File: config.mk
export PLATFORM = sky130hd
export DESIGN_NAME = window_accumulator
export DESIGN_NICKNAME = d
export VERILOG_FILES = /design/src/rtl/window_accumulator.sv
export SDC_FILE = /design/constraint.sdc
export NUM_CORES = 1
export LEC_CHECK = 0
export BUFFER_PORTS_ARGS = -buffer_cell sky130_fd_sc_hd__buf_4
export CAP_MARGIN = 30
export CORE_UTILIZATION = 45
export DETAILED_ROUTE_END_ITERATION = 16
export MAX_ROUTING_LAYER = met4
export PLACE_DENSITY = 0.69
export SLEW_MARGIN = 30
export SYNTH_ARGS = -nofsm -noshare
export SYNTH_HDL_FRONTEND = slang
export SYNTH_SLANG_ARGS = --single-unit
File: constraint.sdc
create_clock -name clk -period 2.4 [get_ports clk]
set_input_delay 0.24 -clock clk [delete_from_list [all_inputs] [get_ports clk]]
set_output_delay 0.24 -clock clk [all_outputs]
set_load 0.01 [all_outputs]
File: src/rtl/window_accumulator.sv
// Sums a window of 2**LOGN qualified samples and holds sum/average until taken (valid/ready).
// Result is registered on the edge of the last sample; samples arriving while a result waits are dropped (sticky flag).
module window_accumulator #(
  parameter int SIZE = 5,
  parameter int LOGN = 2
) (
  input  logic                 clk,
  input  logic                 CLR,
  input  logic [SIZE-1:0]      din,
  input  logic                 din_valid,
  input  logic                 out_ready,
  output logic [SIZE+LOGN-1:0] sum_out,
  output logic [SIZE-1:0]      avg_out,
  output logic                 out_valid,
  output logic                 busy,
  output logic                 dropped
);

  localparam int SW = SIZE + LOGN;
  localparam logic [LOGN-1:0] LAST = {LOGN{1'b1}};
  localparam logic [LOGN-1:0] ONE  = LOGN'(1);

  typedef enum logic [1:0] {IDLE, ACCUM, HOLD} state_t;

  state_t            state, state_nxt;
  logic [SW-1:0]     sum, sum_nxt;
  logic [LOGN-1:0]   count, count_nxt;
  logic [SW-1:0]     sum_out_nxt;
  logic [SIZE-1:0]   avg_out_nxt;
  logic              dropped_nxt;
  logic [SW-1:0]     din_ext;
  logic [SW-1:0]     sum_add;

  assign din_ext = {{LOGN{1'b0}}, din};
  assign sum_add = sum + din_ext;

  always_ff @(posedge clk or posedge CLR) begin
    if (CLR) begin
      state     <= IDLE;
      sum       <= '0;
      count     <= '0;
      sum_out   <= '0;
      avg_out   <= '0;
      out_valid <= 1'b0;
      busy      <= 1'b0;
      dropped   <= 1'b0;
    end else begin
      state     <= state_nxt;
      sum       <= sum_nxt;
      count     <= count_nxt;
      sum_out   <= sum_out_nxt;
      avg_out   <= avg_out_nxt;
      out_valid <= (state_nxt == HOLD);
      busy      <= (state_nxt == ACCUM);
      dropped   <= dropped_nxt;
    end
  end

  always_comb begin
    state_nxt   = state;
    sum_nxt     = sum;
    count_nxt   = count;
    sum_out_nxt = sum_out;
    avg_out_nxt = avg_out;
    dropped_nxt = dropped;
    case (state)
      IDLE: begin
        sum_nxt   = '0;
        count_nxt = '0;
        if (din_valid) begin
          sum_nxt   = din_ext;
          count_nxt = ONE;
          state_nxt = ACCUM;
        end
      end
      ACCUM: begin
        if (din_valid) begin
          sum_nxt   = sum_add;
          count_nxt = count + ONE;
          if (count == LAST) begin
            state_nxt   = HOLD;
            sum_out_nxt = sum_add;
            avg_out_nxt = sum_add[SW-1:LOGN];
          end
        end
      end
      HOLD: begin
        if (out_ready) begin
          // A sample on the handshake edge opens the next window instead of being lost.
          if (din_valid) begin
            sum_nxt   = din_ext;
            count_nxt = ONE;
            state_nxt = ACCUM;
          end else begin
            sum_nxt   = '0;
            count_nxt = '0;
            state_nxt = IDLE;
          end
        end else if (din_valid) begin
          dropped_nxt = 1'b1;
        end
      end
      default: begin
        state_nxt = IDLE;
        sum_nxt   = '0;
        count_nxt = '0;
      end
    endcase
  end

endmodule
After elaboration in Yosys (flattened, before gate mapping)
Index checks and enable logic that the tools add are counted.
{"block": "totals", "ff_bits": 26, "input_bits": 9, "output_inout_bits": 15, "elab_cells": 35}
{"block": "classes", "addsub": 2, "n_eq_ne": 7, "muxes": 13, "bitwise_logic": 1, "n_reduce_logical": 4}
{"operator": "$pmux 7 s3", "n": 1}
{"operator": "$mux 7", "n": 2}
{"operator": "$mux 2", "n": 6}
{"operator": "$pmux 2 s3", "n": 2}
{"operator": "$add 7x5->7", "n": 1}
{"operator": "$eq 2x2->1 const B", "n": 3}
{"operator": "$reduce_and 3->1", "n": 2}
{"operator": "$mux 5", "n": 1}
{"operator": "$eq 2x1->1 const B", "n": 2}
{"operator": "$ne 2x2->1 const B", "n": 2}
{"operator": "$add 2x1->2 const B", "n": 1}
{"operator": "$logic_not 2->1", "n": 1}
{"operator": "$reduce_and 2->1", "n": 1}
{"operator": "$mux 1", "n": 1}
{"operator": "$not 1->1", "n": 1}

Logic depth before layout (Yosys ltp)
Gate-level depths: netlist of run 1.
{"block": "depth", "ltp_word": 5, "ltp_mapped": 6, "ltp_nobuf": 6}

Least setup slack after synthesis of run 1
Ideal clock, no wire load.
{"block": "synth_timing", "kind": "register to register", "startpoint": "reg sum[0]", "endpoint": "reg sum_out[4]", "setup_time_ns": 0.135, "t_arrival_ns": 1.551, "required_time_ns": 2.265, "path_slack_ns": 0.714, "path_stages_with_launch": 7, "path_buffers": 0, "period_less_slack_ns": 1.686, "cell_sequence": "dfrtp_1 -> ha_1 -> fa_1 -> a21o_1 -> a21oi_1 -> xor2_1 -> o21ai_0"}
{"block": "synth_via", "elab_chain_cells": 1}
{"element": "start: declaration", "line_no": "26", "rtl": "logic [SW-1:0] sum, sum_nxt;"}
{"element": "start signal: assignment", "line_no": "49", "rtl": "sum <= sum_nxt;"}
{"element": "$add 7x5->7", "line_no": "35", "rtl": "assign sum_add = sum + din_ext;"}
{"element": "end signal: assignment", "line_no": "51", "rtl": "sum_out <= sum_out_nxt;"}
{"element": "end: declaration", "line_no": "12", "rtl": "output logic [SIZE+LOGN-1:0] sum_out,"}
No other way between the ends.
A chain may end at the register's enable or synchronous reset.

Worst setup path in the final report of run 1
Ends and elaborated chain as after synthesis.

==> metrics.csv, run 1 <==
stage;metric;value;unit
cts;Root Buffer;clkbuf_4;
worst_setup_path;worst r2r src;sum[0];
cells_and_area;Final Util;57.16;%
yosys;Post-Syn Area;0.001102;mm²
pwr;Clk pwr share;11.1;%
job;Max-Cap Viols;0;
drt;drt via density;5.562;
die;I/O pins;24;
global_route;initial antenna violation count;0;
worst_setup_path;WP data arrival;1.99;ns
timing;final setup violation count;0;
worst_setup_path;Max FO, Critical Path;2;
global_route;largest net degree at the start of global routing;22;
pwr;Switch Pwr;0.5857;mW
drt;wire length per cell;13.26;µm
yosys;Synth Warn #;0;
cts;Post-CTS Setup Inserts;0;
yosys;post-synthesis sequential area ratio;47.67;%
timing;final hold slack;0.07085;ns
worst_setup_path;CP Launch Type;flop;
die;num rows;17;
drt;first drt pass iteration count;7;
yosys;Mapped Cells;105;
cts;Skew-Pair Late Insertion Delay;0.30;ns
cells_and_area;ant diodes;0;
pwr;Tot Pwr;1.508;mW
timing;Setup TNS;0;ns
cts;H-tree levels;1;
cells_and_area;Design Area, Final;0.001289;mm²
cts;TritonCTS clock tree;yes;
drt;ANT nets after route;0;
yosys;EDFF count, synth;0;
worst_setup_path;CP required;2.57;ns
cts;cts hold-fix bufs;0;
die;Die X;51.50;µm
worst_hold_path;hold crit path type;in -> async;
cts;Post-CTS Resized;0;
global_route;first-pass GRT wire length;3318;µm
global_route;vias in the first global route;789;
timing;Final Hold Fails;0;
place;HPWL after DPL;1490;µm
pwr;switching portion of total power;38.84;%
yosys;count of cell types in the netlist;33;
pwr;Max VDD drop;0.0005898;V
cts;clk sinks;21;
place;Post-Place Setup Slack;0.6081;ns
timing;Worst slew margin;48.01;%
die;core area;0.002255;mm²
place;DP Area;0.001261;mm²
die;Initial Util;48.89;%
timing;final slew viol count;0;
place;routability congestion estimate;0.7930;
drt;routed vias;851;
timing;clock skew;0.001455;ns
pwr;leakage;0.6456;nW
yosys;Synth Area per Inst;10.50;µm²
cts;CTS Buf Count;3;
worst_setup_path;r2r endpoint;sum_out[4];
timing;post-route setup slack;0.5751;ns
yosys;syn nets;121;
global_route;All-Layer GR Usage;17.42;%
drt;DRT iter0 DRCs;10;
timing;worst-margin pin slew;0.7790;ns
cts;Clock Pin Slew Worst Setup and Hold Paths;0.12;ns
cts;Max clock buf depth;2;
pwr;Comb pwr share;48.4;%
timing;Final period util;76.04;%
worst_setup_path;CP endpoint kind;flop;
die;die area;0.002652;mm²
yosys;number of synthesized register bits;21;
yosys;ys async rst share;100.0;%
drt;DRC viols;0;
pwr;Int Pwr;0.9221;mW
timing;fmax;548.0;MHz
yosys;top_reg_cell synth;dfrtp_1;
die;chip height;51.50;µm
cells_and_area;final std cells w/o fill;153;
pwr;Seq pwr share;40.4;%
pwr;Power Dens Cells;1170;mW/mm²
drt;final wirelength;2029;µm
timing;min Tclk post-route;1.825;ns
cells_and_area;layout cells sized above 1;24.80;%
global_route;total gr overflow;0;
outcome;status;complete, no violations;
cells_and_area;final net count;142;
timing;RSZ-0062 raised after global routing;false;
cells_and_area;Syn-to-layout area delta;16.91;%
place;port buffer count;23;
place;Placed Cells;149;
worst_setup_path;Reg2Reg Setup Slack;0.58;ns
worst_setup_path;R2R depth;6;
worst_setup_path;critical path type;reg -> reg;
[critical path, cell delays in order, from the launching register on]
cell	delay, ns
dfrtp_1	0.40
ha_1	0.21
fa_1	0.42
a21o_1	0.22
a21oi_1	0.17
xor2_1	0.19
o21ai_0	0.09
[per-layer routing]
layer / global-route usage, % / wire length, µm / up-vias
li1: - / - / 419
met1: 22.26 / 1000 / 408
met2: 28.57 / 927 / 22
met3: 2.632 / 86 / 2
met4: 5.405 / 14 / 0
met5: - / 0 / -
[kinds of logic after synthesis]
logic type,synth area share (%)
simple gates,10.78
compound gates,21.23
xor+xnor,3.179
flops,47.67
fa+ha+maj,8.626
mux,2.043
buf+inv,6.469
[synth_stat cells (all sizes together), types with 2 or more instances]
cell	instances	area, µm²
buf	6	45.04
a222oi	2	20.02
a211o	2	17.52
a21oi	6	30.03
ha	6	75.07
a21o	3	22.52
mux2	2	22.52
o22ai	2	12.51
dfrtp	21	525.5
xnor2	2	17.52
nand2b	2	12.51
nand2	7	26.28
xor2	2	17.52
nand3	3	15.01
o21ai	10	50.05
nor2	4	15.01
inv	6	22.52
a31oi	2	12.51
a22oi	4	35.03
[worst max-delay path by stage]
stage / from / to / slack, ns / cells past startpoint
5_1_grt: sum[0] / sum[6] / 0.48 / 6
2_1_floorplan: sum[0] / sum_out[4] / 0.71 / 6
3_3_place_gp: din[0] / sum_out[4] / 0.62 / 7
3_5_place_dp: din[0] / sum_out[4] / 0.61 / 7
4_1_cts: sum[0] / sum_out[4] / 0.56 / 6
6_report: sum[0] / sum_out[4] / 0.58 / 6
[power by group through the flow]
stage | Sequential [mW] | Combinational [mW] | Clock [mW]
2_1_floorplan | 0.621 | 0.502 | 0
3_3_place_gp | 0.609 | 0.720 | 0
3_5_place_dp | 0.619 | 0.728 | 0
4_1_cts | 0.610 | 0.735 | 0.172
5_1_grt | 0.630 | 0.824 | 0.185
6_report | 0.610 | 0.730 | 0.168
[cell usage in the layout (no fill, tap or decap), types with 2 or more instances in the layout]
cell type  Yosys  layout
buf_4          6      23
dfrtp_1       21      21
o21ai_0       10      10
nand2_1        7       7
inv_1          6       6
a21oi_1        6       6
ha_1           6       6
nor2_1         4       4
a22oi_1        3       3
nand3_1        3       3
a21o_1         3       3
clkbuf_4       0       3
nand2b_1       2       2
o22ai_1        2       2
mux2_2         2       2
a222oi_1       2       2
xnor2_1        2       2
xor2_1         2       2
a31oi_1        2       2
a211o_1        2       2
[registers in the layout, summed over array words and instances, names as in the netlist]
signal and cells:
sum 7, dropped 1, busy 1, sum_out 7, state 2, count 2, out_valid 1
[final cells by class]
type                       instances  area [µm²]
sequential                        21       525.5
clock inverter                     1       5.005
inverter                           6       22.52
fill                             212       965.9
tap                               28       35.03
clock buffer                       3       22.52
timing repair buffer              23       172.7
multi-input combinational         71       505.5
Power figures use the tool's default switching activity.
==> run 2: changes to the inputs <==
Clock period 2.4 ns to 1.79 ns, I/O delays scaled along.
==> metrics.csv, run 2 (same netlist as run 1, synthesis figures left out) <==
stage;metric;value;unit
outcome;status;complete, no violations;
timing;worst-margin pin slew;0.3992;ns
cts;Root Buffer;clkbuf_4;
drt;wire length per cell;13.60;µm
timing;RSZ-0062 raised after global routing;true;
cells_and_area;layout cells sized above 1;28.68;%
timing;post-route setup slack;0.06367;ns
cells_and_area;most frequent cells in the layout;buf_4, dfrtp_1, nand2_1;
die;core area;0.002255;mm²
die;Initial Util;48.89;%
timing;Final period util;96.44;%
cts;TritonCTS clock tree;yes;
place;Post-Place Setup Slack;0.0007104;ns
global_route;initial antenna violation count;0;
die;num rows;17;
cts;Max clock buf depth;2;
timing;final setup violation count;0;
job;Max-Cap Viols;0;
drt;DRT iter0 DRCs;19;
pwr;Max VDD drop;0.0009704;V
global_route;first-pass GRT wire length;3636;µm
worst_setup_path;critical path type;reg -> reg;
timing;min Tclk post-route;1.726;ns
cells_and_area;ant diodes;0;
drt;final wirelength;2135;µm
die;chip height;51.50;µm
worst_setup_path;CP required;1.99;ns
cts;H-tree levels;1;
die;Die X;51.50;µm
global_route;largest net degree at the start of global routing;22;
worst_setup_path;CP endpoint kind;flop;
worst_setup_path;WP data arrival;1.93;ns
cells_and_area;final net count;146;
cells_and_area;Fillers;213;
drt;DRC viols;0;
cts;clk sinks;21;
drt;ANT nets after route;0;
place;port buffer count;23;
timing;Final Hold Fails;0;
cells_and_area;Syn-to-layout area delta;21.11;%
pwr;Power Dens Cells;1566;mW/mm²
cells_and_area;commonest non-fill, non-tap cell in the layout;buf_4;
global_route;All-Layer GR Usage;19.02;%
drt;routed vias;853;
place;HPWL after DPL;1568;µm
pwr;leakage;0.6580;nW
drt;drt via density;5.433;
timing;final slew viol count;0;
drt;first drt pass iteration count;4;
global_route;vias in the first global route;804;
cells_and_area;Multi-input gate area;520.5;µm²
die;I/O pins;24;
timing;clock skew;0.003853;ns
worst_hold_path;hold crit path type;in -> reg;
die;die area;0.002652;mm²
timing;Worst slew margin;73.29;%
timing;Setup TNS;0;ns
worst_setup_path;Max FO, Critical Path;2;
place;Placed Cells;152;
cells_and_area;biggest regs;sum (7), sum_out (7);
cts;Skew-Pair Late Insertion Delay;0.30;ns
cells_and_area;final std cells w/o fill;157;
timing;fmax;579.3;MHz
global_route;total gr overflow;0;
worst_setup_path;CP Launch Type;flop;
cells_and_area;FF/Latch Area;525.5;µm²
cts;CTS Buf Count;3;
place;routability congestion estimate;0.7809;
cts;Clock Pin Slew Worst Setup and Hold Paths;0.11;ns
-- run 2: changes by cell type in the layout (fill, tap and decap cells not counted), sizes merged --
cell / previous run / this run
clkbuf: 3 / 4
dlygate4sd3: 0 / 1
clkinv: 1 / 0
buf: 23 / 26
-- run 2: worst max-delay path, cell delays in order, from the launching register on --
cell	delay [ns]
dfrtp_1	0.40
ha_2	0.19
fa_2	0.40
a21o_1	0.20
a21oi_2	0.14
xor2_1	0.21
o21ai_1	0.09
-- run 2: path summary, 6_finish.rpt --
kind / from / endpoint / slack [ns] / depth (start not counted)
setup reg to reg: sum[0] / sum_out[4] / 0.06 / 6
hold / removal: din[3] / sum[3] / 0.11 / 3
setup / recovery: sum[0] / sum_out[4] / 0.06 / 6
min in group asynchronous: CLR / sum[4] / 0.45 / 4
hold reg to reg: dropped / dropped / 0.51 / 1
max in group asynchronous: CLR / count[0] / 1.13 / 4
-- run 2: routing by layer --
metal / vias to the layer above / track usage (%) / routed length (µm)
met3: 5 / 2.924 / 89
met5: - / - / 0
met2: 23 / 28.79 / 949
met4: 0 / 8.108 / 38
li1: 425 / - / -
met1: 400 / 25.47 / 1057
-- run 2: cell type report --
class / count / area share, %
inverter: 6 / 1.687
multi-input combinational: 71 / 38.99
timing repair buffer: 27 / 15.37
tap: 28 / 2.624
clock buffer: 4 / 1.968
sequential: 21 / 39.36
-- run 2: repair_timing --
action | CTS | global route
resized for setup | 1 | 7
hold endpoints to repair | 21 | 0
hold buffers | 1 | 0
buffers inserted | 0 | 0
pin swaps | 1 | 5
setup endpoints to repair | 2 | 5
-- run 2: power by group --
part	internal, mW	switching, mW	total [mW]
Clock	0.0869	0.142	0.229
Combinational	0.519	0.523	1.04
Sequential	0.668	0.152	0.820
Total	1.27	0.817	2.09
-- run 2: per-stage QoR --
| stage | instance area (µm²) | util, % | power, mW | hold slack (ns) |
|---|---|---|---|---|
| floorplan | 1102 | - | 1.506 | 0.1555 |
| detailed placement | 1284 | 56.94 | 1.830 | 0.2371 |
| CTS | 1323 | 58.66 | 2.069 | 0.1035 |
| global route | 1335 | 59.21 | 2.264 | 0.1259 |
| global placement | 1284 | 56.94 | 1.798 | 0.2317 |
| finish | 1335 | 59.21 | 2.091 | 0.1108 |
==> run 3: changes to the inputs <==
Settings changed: CORE_UTILIZATION 45 to 52, PLACE_DENSITY 0.69 to 0.78.
Clock period 1.79 ns to 1.95 ns, I/O delays scaled along.
==> metrics.csv, run 3 (same netlist as run 1, synthesis figures left out) <==
stage;metric;value;unit
global_route;largest net degree at the start of global routing;22;
global_route;vias in the first global route;720;
place;Placed Cells;150;
drt;routed vias;863;
pwr;Max VDD drop;0.0007130;V
drt;DRT iter0 DRCs;23;
worst_setup_path;R2R depth;6;
place;DP Area;0.001275;mm²
cells_and_area;final std cells w/o fill;154;
pwr;Power Dens Cells;1421;mW/mm²
global_route;All-Layer GR Usage;20.13;%
timing;Setup TNS;0;ns
worst_hold_path;hold crit path type;in -> async;
timing;Worst slew margin;48.95;%
cts;cts hold-fix bufs;0;
cts;CTS Buf Count;3;
cells_and_area;layout cells sized above 1;25.20;%
worst_setup_path;CP max-delay cell;fa_1;
worst_setup_path;CP Launch Type;flop;
timing;final slew viol count;0;
worst_setup_path;CP endpoint kind;flop;
timing;clock skew;0.001655;ns
cells_and_area;Design Area, Final;0.001301;mm²
worst_setup_path;critical path type;reg -> reg;
timing;RSZ-0062 raised after global routing;false;
pwr;leakage;0.6521;nW
place;HPWL after DPL;1499;µm
cts;Skew-Pair Late Insertion Delay;0.29;ns
outcome;status;complete, no violations;
worst_setup_path;WP data arrival;1.98;ns
drt;first drt pass iteration count;4;
timing;worst-margin pin slew;0.7648;ns
cells_and_area;biggest regs;sum (7), sum_out (7);
drt;wire length per cell;12.53;µm
cells_and_area;final net count;144;
worst_setup_path;r2r endpoint;sum[4];
timing;Final Hold Fails;0;
die;die area;0.002308;mm²
die;num rows;16;
worst_setup_path;Max FO, Critical Path;2;
die;Initial Util;55.62;%
die;I/O pins;24;
cts;Clock Pin Slew Worst Setup and Hold Paths;0.11;ns
worst_setup_path;CP required;2.13;ns
drt;ANT nets after route;0;
global_route;initial antenna violation count;0;
worst_setup_path;Worst path max stage delay;0.42;ns
cells_and_area;commonest non-fill, non-tap cell in the layout;buf_4;
cells_and_area;most frequent cells in the layout;buf_4, dfrtp_1, o21ai_0;
job;Max-Cap Viols;0;
global_route;total gr overflow;0;
global_route;first-pass GRT wire length;3091;µm
timing;min Tclk post-route;1.805;ns
cts;Root Buffer;clkbuf_4;
cells_and_area;ant diodes;0;
cts;Post-CTS Setup Inserts;0;
worst_setup_path;crit path cell chain;ha_1 > fa_1 > a21o_1 > a21oi_1 > xor2_1 > o21ai_0;
cts;clk sinks;21;
cts;Max clock buf depth;2;
worst_setup_path;Reg2Reg Setup Slack;0.15;ns
die;core area;0.001982;mm²
worst_setup_path;worst r2r src;sum[0];
die;Die X;48.04;µm
cts;H-tree levels;1;
worst_setup_path;Largest delay share family, worst path;adder cells;
cts;Post-CTS Resized;0;
timing;fmax;554.1;MHz
timing;final setup violation count;0;
cells_and_area;Syn-to-layout area delta;18.05;%
place;routability congestion estimate;0.8151;
drt;drt via density;5.604;
cts;TritonCTS clock tree;yes;
worst_setup_path;crit path buf inv count;0;
drt;DRC viols;0;
drt;final wirelength;1929;µm
timing;Final period util;92.55;%
die;chip height;48.04;µm
place;port buffer count;23;
[run 3: cell type report]
cell class	instances	area, µm²
fillers	166	680.7
inverters	6	22.52
clock buffers	4	26.28
multi-input cells	71	505.5
well taps	27	33.78
repair buffers	25	187.7
flip-flops and latches	21	525.5
[run 3: layer usage]
layer  wire (µm)  track usage [%]
met5           0                -
met4          25            8.889
met3         120            4.151
met2         892            29.73
met1         891            26.54
[run 3: power breakdown]
part,internal [mW],switching (mW),total [mW]
sequential,0.614,0.131,0.744
combinational,0.456,0.450,0.906
clock,0.0795,0.120,0.199
total,1.15,0.700,1.85
[run 3: worst max-delay path by stage]
stage / startpoint / end / slack (ns) / cells after the start
after floorplan: sum[0] / sum_out[4] / 0.26 / 6
after global placement: sum[0] / sum[4] / 0.20 / 6
after detailed placement: sum[0] / sum_out[6] / 0.17 / 6
after CTS: sum[0] / sum_out[6] / 0.13 / 6
after global routing: sum[0] / sum_out[6] / 0.07 / 6
final: sum[0] / sum[4] / 0.15 / 6
[run 3: stage by stage]
stage	hold WS (ns)	utilization (%)	setup slack (ns)	power [mW]
final	0.03470	65.66	0.1452	1.849
after floorplan	0.1715	-	0.2644	1.382
after detailed placement	0.3842	64.33	0.1660	1.666
after CTS	0.05549	65.66	0.1323	1.870
after global routing	0.09675	65.66	0.06944	2.036
after global placement	0.3781	64.33	0.1983	1.637
